File: src/rtl/mem_block_arbiter.sv
// Two-requester block arbiter: grants a 4-word block read/write to the page-table
// walker or the data cache and sequences it as single-word memory transactions.
module mem_block_arbiter #(
  parameter int ADDR_WIDTH      = 10,
  parameter int DATA_WIDTH      = 32,
  parameter int WORDS_PER_BLOCK = 4,
  parameter int BLOCK_WIDTH     = DATA_WIDTH * WORDS_PER_BLOCK
) (
  input  logic                   clock,
  input  logic                   reset,
  input  logic                   req0_valid,
  input  logic                   req0_write,
  input  logic [ADDR_WIDTH-1:0]  req0_addr,
  input  logic [BLOCK_WIDTH-1:0] req0_wdata,
  output logic                   req0_ack,
  output logic [BLOCK_WIDTH-1:0] req0_rdata,
  input  logic                   req1_valid,
  input  logic                   req1_write,
  input  logic [ADDR_WIDTH-1:0]  req1_addr,
  input  logic [BLOCK_WIDTH-1:0] req1_wdata,
  output logic                   req1_ack,
  output logic [BLOCK_WIDTH-1:0] req1_rdata,
  output logic                   mem_read_or_write,
  output logic [ADDR_WIDTH-1:0]  mem_address,
  output logic [DATA_WIDTH-1:0]  mem_write_data,
  input  logic                   mem_done,
  input  logic [DATA_WIDTH-1:0]  mem_read_data,
  output logic                   busy
);
  localparam int IDX_W = $clog2(WORDS_PER_BLOCK);
  localparam int OFF_W = IDX_W + 2;
  localparam logic [ADDR_WIDTH-1:0] OFF_MASK = ADDR_WIDTH'((1 << OFF_W) - 1);
  localparam logic [IDX_W-1:0] LAST = IDX_W'(WORDS_PER_BLOCK - 1);

  localparam logic [1:0] S_IDLE  = 2'd0;
  localparam logic [1:0] S_ISSUE = 2'd1;
  localparam logic [1:0] S_WAIT  = 2'd2;
  localparam logic [1:0] S_RESP  = 2'd3;

  logic [1:0]             state;
  logic [IDX_W-1:0]       idx;
  logic                   prio;
  logic                   owner;
  logic                   wr;
  logic [ADDR_WIDTH-1:0]  blk_addr;
  logic [BLOCK_WIDTH-1:0] wbuf;
  logic [BLOCK_WIDTH-1:0] rbuf;
  logic                   done_q;

  logic                   gnt_any;
  logic                   gnt_sel;
  logic                   sel_write;
  logic [ADDR_WIDTH-1:0]  sel_addr;
  logic [BLOCK_WIDTH-1:0] sel_wdata;
  logic [IDX_W-1:0]       idx_inc;
  logic                   done_rise;
  logic [BLOCK_WIDTH-1:0] rbuf_next;

  always_comb begin
    gnt_any   = req0_valid | req1_valid;
    gnt_sel   = (req0_valid && req1_valid) ? prio : req1_valid;
    sel_write = gnt_sel ? req1_write : req0_write;
    sel_addr  = (gnt_sel ? req1_addr : req0_addr) & ~OFF_MASK;
    sel_wdata = gnt_sel ? req1_wdata : req0_wdata;
    idx_inc   = idx + 1'b1;
    // A held done level must count once, so only the rising edge advances a word.
    done_rise = mem_done & ~done_q;
    rbuf_next = rbuf;
    rbuf_next[idx*DATA_WIDTH +: DATA_WIDTH] = mem_read_data;
  end

  assign busy     = (state != S_IDLE);
  assign req0_ack = (state == S_RESP) && !owner;
  assign req1_ack = (state == S_RESP) && owner;

  always_ff @(posedge clock) begin
    if (reset) begin
      state             <= S_IDLE;
      idx               <= '0;
      prio              <= 1'b0;
      owner             <= 1'b0;
      wr                <= 1'b0;
      blk_addr          <= '0;
      wbuf              <= '0;
      rbuf              <= '0;
      done_q            <= 1'b0;
      req0_rdata        <= '0;
      req1_rdata        <= '0;
      mem_read_or_write <= 1'b0;
      mem_address       <= '0;
      mem_write_data    <= '0;
    end else begin
      done_q <= mem_done;
      case (state)
        S_IDLE: if (gnt_any) begin
          owner             <= gnt_sel;
          wr                <= sel_write;
          blk_addr          <= sel_addr;
          wbuf              <= sel_wdata;
          idx               <= '0;
          // Word outputs are loaded on the edge into ISSUE so they are already
          // presented to memory for the whole ISSUE cycle.
          mem_address       <= sel_addr;
          mem_read_or_write <= sel_write;
          if (sel_write) mem_write_data <= sel_wdata[DATA_WIDTH-1:0];
          state             <= S_ISSUE;
        end
        S_ISSUE: state <= S_WAIT;
        S_WAIT: if (done_rise) begin
          if (!wr) rbuf <= rbuf_next;
          if (idx == LAST) begin
            if (!wr && owner)  req1_rdata <= rbuf_next;
            if (!wr && !owner) req0_rdata <= rbuf_next;
            state <= S_RESP;
          end else begin
            idx         <= idx_inc;
            mem_address <= blk_addr | ADDR_WIDTH'({idx_inc, 2'b00});
            if (wr) mem_write_data <= wbuf[idx_inc*DATA_WIDTH +: DATA_WIDTH];
            state       <= S_ISSUE;
          end
        end
        S_RESP: begin
          prio  <= ~owner;
          state <= S_IDLE;
        end
        default: state <= S_IDLE;
      endcase
    end
  end
endmodule

File: config.mk
export PLATFORM = sky130hd
export DESIGN_NAME = mem_block_arbiter
export DESIGN_NICKNAME = d
export VERILOG_FILES = /design/src/rtl/mem_block_arbiter.sv
export SDC_FILE = /design/constraint.sdc
export NUM_CORES = 1
export LEC_CHECK = 0
export CORE_AREA = 3 3 241 243
export CTS_CLUSTER_SIZE = 16
export DETAILED_ROUTE_END_ITERATION = 8
export DIE_AREA = 0 0 244 246
export PLACE_DENSITY_LB_ADDON = 0.3
export SLEW_MARGIN = 30
export SYNTH_ARGS = -nofsm -noshare
export SYNTH_HDL_FRONTEND = slang
export SYNTH_SLANG_ARGS = --single-unit
File: constraint.sdc
create_clock -name clock -period 2.4 [get_ports clock]
set_clock_uncertainty 0.15 [all_clocks]
set_input_delay 0.24 -clock clock [delete_from_list [all_inputs] [get_ports clock]]
set_output_delay 0.24 -clock clock [all_outputs]
set_load 0.01 [all_outputs]
==> summary.md, run 1 <==
### Run status
- completed — run status

### Critical path
- idx[0]$_SDFFE_PP0P_ — startpoint of the lowest-slack register-to-register path
- 60 — critical path fanouts, max
- 2.68 ns — worst path arrival time
- 2.75 ns — required arrival time at the worst endpoint
- flop — type of element capturing the critical path
- 0.34 ns — delay of the slowest cell on the worst path
- flop to flop — critical path type
- idx[0]$_SDFFE_PP0P_ — launching element of the worst setup path
- buf_4, ha_1, o31a_1, a211oi_4, buf_12, o211ai_1, o211a_1 — cells along the critical path
- sky130_fd_sc_hd__o31a_1 — cell type of the slowest stage on the worst timing path
- flop — kind of start point of the critical path

### Detailed routing
- 20800 — overall via count from detail_route
- 21.7 um — Wirelength per Cell
- 81700 um — wire length reported by the detailed router
- 0 — antenna violation net count after detailed routing
- 1481 — DRT iter0 DRCs
- 5.53 — drt via density
- 6 — router iterations before antenna repair
- 0 — DRC Markers

### Clocking
- 0 — number of buffers added for setup after CTS
- 0.62 ns — clock latency of the later-clocked register in the worst-skew pair
- 2 — count of H-tree levels built during CTS
- 0.06 ns — clock slew seen by the registers of the worst setup and hold paths
- 3 — Bufs on Longest Clock Path
- done — clock tree from TritonCTS
- sky130_fd_sc_hd__clkbuf_16 — Clock Root Buffer
- 564 — number of clock sinks
- 58 — CTS Buf Count

### Logic synthesis
- 2412 — synthesized instance count
- 12.6% — post-synthesis share of cell area spent on and, or, nand and nor gates
- 43 — number of different library cells in the post-synthesis netlist
- 0.325% — synthesized-area fraction occupied by adder cells
- 9.59 sq um — Avg Synthesized Cell Area
- 48.8% — part of the Yosys area used for sequential elements
- 9.00% — post-synthesis mux area share
- 0% — fraction of synthesized cell area in xor and xnor cells
- sky130_fd_sc_hd__dfxtp_1 — Post-synth top flop
- 0 — EDFF count, synth
- 0 — count of synthesis-stage warnings from yosys
- 564 — number of storage elements in the synthesis netlist
- compound AO/OA/AOI/OAI gates — dominant combinational cell family by area after synthesis
- 0.0231 sq mm — Post-Synthesis Cell Area
- 0% — share of flip-flops with an asynchronous set or reset
- 24.1% — compound-gate portion of the synthesized area

### Timing
- 0 ns — sum of negative setup slack
- 96.9% — ratio of final minimum period to clock period
- 0 — number of setup violations in the final report
- 0 — Final Hold Violating Endpoints
- 52.2% — slew margin rel.
- 430 MHz — peak clock frequency supported by timing
- 2.33 ns — fin crit period
- 0 — number of pins exceeding their max-slew limit in the final report
- 0.714 ns — slew at the pin closest to its max-slew limit
- no — unrepaired setup endpoints after global routing

### Global route
- 0 — residual overflow from global routing
- 19900 — vias in the first global route
- 115 — pin count of the biggest net entering global routing
- 120000 um — wire length of the first global-routing pass
- 6 — antenna violations before repair
- 26.0% — GRT Overall Usage

### Power
- 0.655 mV — peak supply drop
- 11.7 nW — Leak
- 695 mW/mm^2 — total power density per cell area

### Placed design
- 606 — I/O Buffers
- 0.882 — placer's final routability congestion estimate
- 60300 um — total half-perimeter wirelength after legalization and detailed placement

### Cells and area
- 57.7% — post-route core utilization
- 10.6% — proportion of layout cells with a drive suffix above 1
- 40.1% — Layout area overhead
- 0 — Inserted Diodes
- 3283 — total number of nets in the final design

### Die
- 0.0562 sq mm — core footprint
- 246 um — vertical die dimension
- 0.0600 sq mm — die outline area
- 617 — Top Ports
- 244 um — chip width
- 41.2% — effective utilization at floorplan
- 87 — Site Rows

### Run
- 0 — # Max-Cap Violations

### Worst hold path
- primary input to flop — Worst Hold Class
- mem_done — hold path start

sequential cells by signal (all words and copies together), names as in the netlist:
register        cells
rbuf              128
req0_rdata        128
req1_rdata        128
wbuf              128
mem_write_data     32
mem_address         7
blk_addr            6
state               2
done_q              1
idx                 1
owner               1
prio                1
wr                  1
cell type report:
cell class                      instances  area, sq um
Fill cell                            4772        23800
Timing Repair Buffer                  735         7470
Clock buffer                           80         1620
Tap cell                              756          946
Clock inverter                         27          323
Inverter                                6         22.5
Multi-Input combinational cell       1597        10700
Sequential cell                       564        11300
logic make-up after synthesis:
kind of cell | count (synthesis)
buffers and inverters | 252
adders and majority gates | 6
AOI/OAI and AO/OA | 735
other | 1
muxes | 168
DFF | 564
and+or+nand+nor | 686
per-stage QoR:
stage | setup WS, ns | area [sq um] | power, mW | hold WS [ns] | std cells
final | 0.0745 | 32400 | 22.5 | 0.0814 | 3765
after global routing | 0.0227 | 32400 | 23.3 | 0.0869 | 3765
after CTS | 0.0235 | 32400 | 22.7 | 0.0513 | 3764
after detailed placement | -0.0632 | 30400 | 13.5 | 0.330 | 3656
after global placement | -0.0222 | 30400 | 13.4 | 0.324 | 3656
after floorplan | -0.00185 | 23100 | 11.9 | 0.218 | 2413
Yosys cell counts, types with 2 or more instances:
master	number	area share, %
sky130_fd_sc_hd__nor2b_1	100	2.7
sky130_fd_sc_hd__a21oi_2	10	0.38
sky130_fd_sc_hd__buf_1	11	0.18
sky130_fd_sc_hd__dfxtp_1	564	49
sky130_fd_sc_hd__buf_4	33	1.1
sky130_fd_sc_hd__and2_1	2	0.054
sky130_fd_sc_hd__nand2_1	34	0.55
sky130_fd_sc_hd__o221a_2	6	0.29
sky130_fd_sc_hd__a32oi_1	18	0.68
sky130_fd_sc_hd__a211oi_2	30	1.6
sky130_fd_sc_hd__or2_1	2	0.054
sky130_fd_sc_hd__ha_1	6	0.32
sky130_fd_sc_hd__mux4_2	32	3.1
sky130_fd_sc_hd__nor3_1	9	0.19
sky130_fd_sc_hd__a211oi_1	489	16
sky130_fd_sc_hd__o211ai_1	32	1.0
sky130_fd_sc_hd__nor2_1	527	8.6
sky130_fd_sc_hd__and3_1	3	0.081
sky130_fd_sc_hd__a22oi_1	15	0.49
sky130_fd_sc_hd__mux2i_1	136	5.9
sky130_fd_sc_hd__inv_1	4	0.065
sky130_fd_sc_hd__buf_2	92	2.0
sky130_fd_sc_hd__nand2b_1	4	0.11
sky130_fd_sc_hd__a21oi_1	95	2.1
sky130_fd_sc_hd__o211a_1	32	1.4
sky130_fd_sc_hd__clkbuf_1	109	1.8
path summary, 6_finish.rpt:
| kind | to | slack [ns] | cells past startpoint |
|---|---|---|---|
| max | mem_write_data[10]$_SDFFE_PP0P_ | 0.07 | 7 |
| min | done_q$_SDFF_PP0_ | 0.08 | 2 |
| max reg2reg | mem_write_data[10]$_SDFFE_PP0P_ | 0.07 | 7 |
| min reg2reg | rbuf[11]$_SDFFE_PP0P_ | 0.34 | 2 |
report_power, final:
part | total, mW | leakage [nW] | switching, mW | internal [mW]
combinational | 3.21 | 6.17 | 1.67 | 1.53
clock | 9.18 | 0.956 | 3.80 | 5.38
sequential | 10.1 | 4.59 | 0.286 | 9.85
timing repair:
| item | in CTS | in global routing |
|---|---|---|
| cloned | 0 | 1 |
| hold endpoints to repair | 42 | 0 |
| hold buffers | 1 | 0 |
| resized for setup | 3 | 3 |
| endpoints found under the setup margin | 3 | 24 |
routing by layer:
metal	part of all wire, %	GRT usage [%]	vias up
met2	49	45.7	871
met5	0.024	0	-
met1	39	31.6	9893
met4	4.0	9.31	2
met3	7.5	5.17	154
li1	-	-	9891
worst max-delay path: cells and delay by family (launching register included):
family	cells	cell delay, ns
flops	1	0.32
buf+inv	2	0.45
fa+ha+maj	1	0.30
compound gates	4	0.90
cell usage in the layout, fill, tap and decap left out, types with 13 or more instances in the layout:
cell,count
sky130_fd_sc_hd__a211oi_1,489
sky130_fd_sc_hd__a211oi_2,30
sky130_fd_sc_hd__a21oi_1,95
sky130_fd_sc_hd__a22oi_1,15
sky130_fd_sc_hd__a32oi_1,18
sky130_fd_sc_hd__buf_12,33
sky130_fd_sc_hd__buf_4,94
sky130_fd_sc_hd__clkbuf_1,13
sky130_fd_sc_hd__clkbuf_16,59
sky130_fd_sc_hd__clkdlybuf4s50_1,604
sky130_fd_sc_hd__dfxtp_1,561
sky130_fd_sc_hd__mux2i_1,136
sky130_fd_sc_hd__mux4_2,32
sky130_fd_sc_hd__nand2_1,34
sky130_fd_sc_hd__nor2_1,526
sky130_fd_sc_hd__nor2b_1,98
sky130_fd_sc_hd__o211a_1,32
sky130_fd_sc_hd__o211ai_1,32
Note: power is estimated with default switching activity, not from simulation.
==> inputs of run 2 (changes only) <==
Settings changed: SLEW_MARGIN 30 to 20.
==> results of run 2 <==
No change in the layout: final DEF, timing and power equal those of run 1.
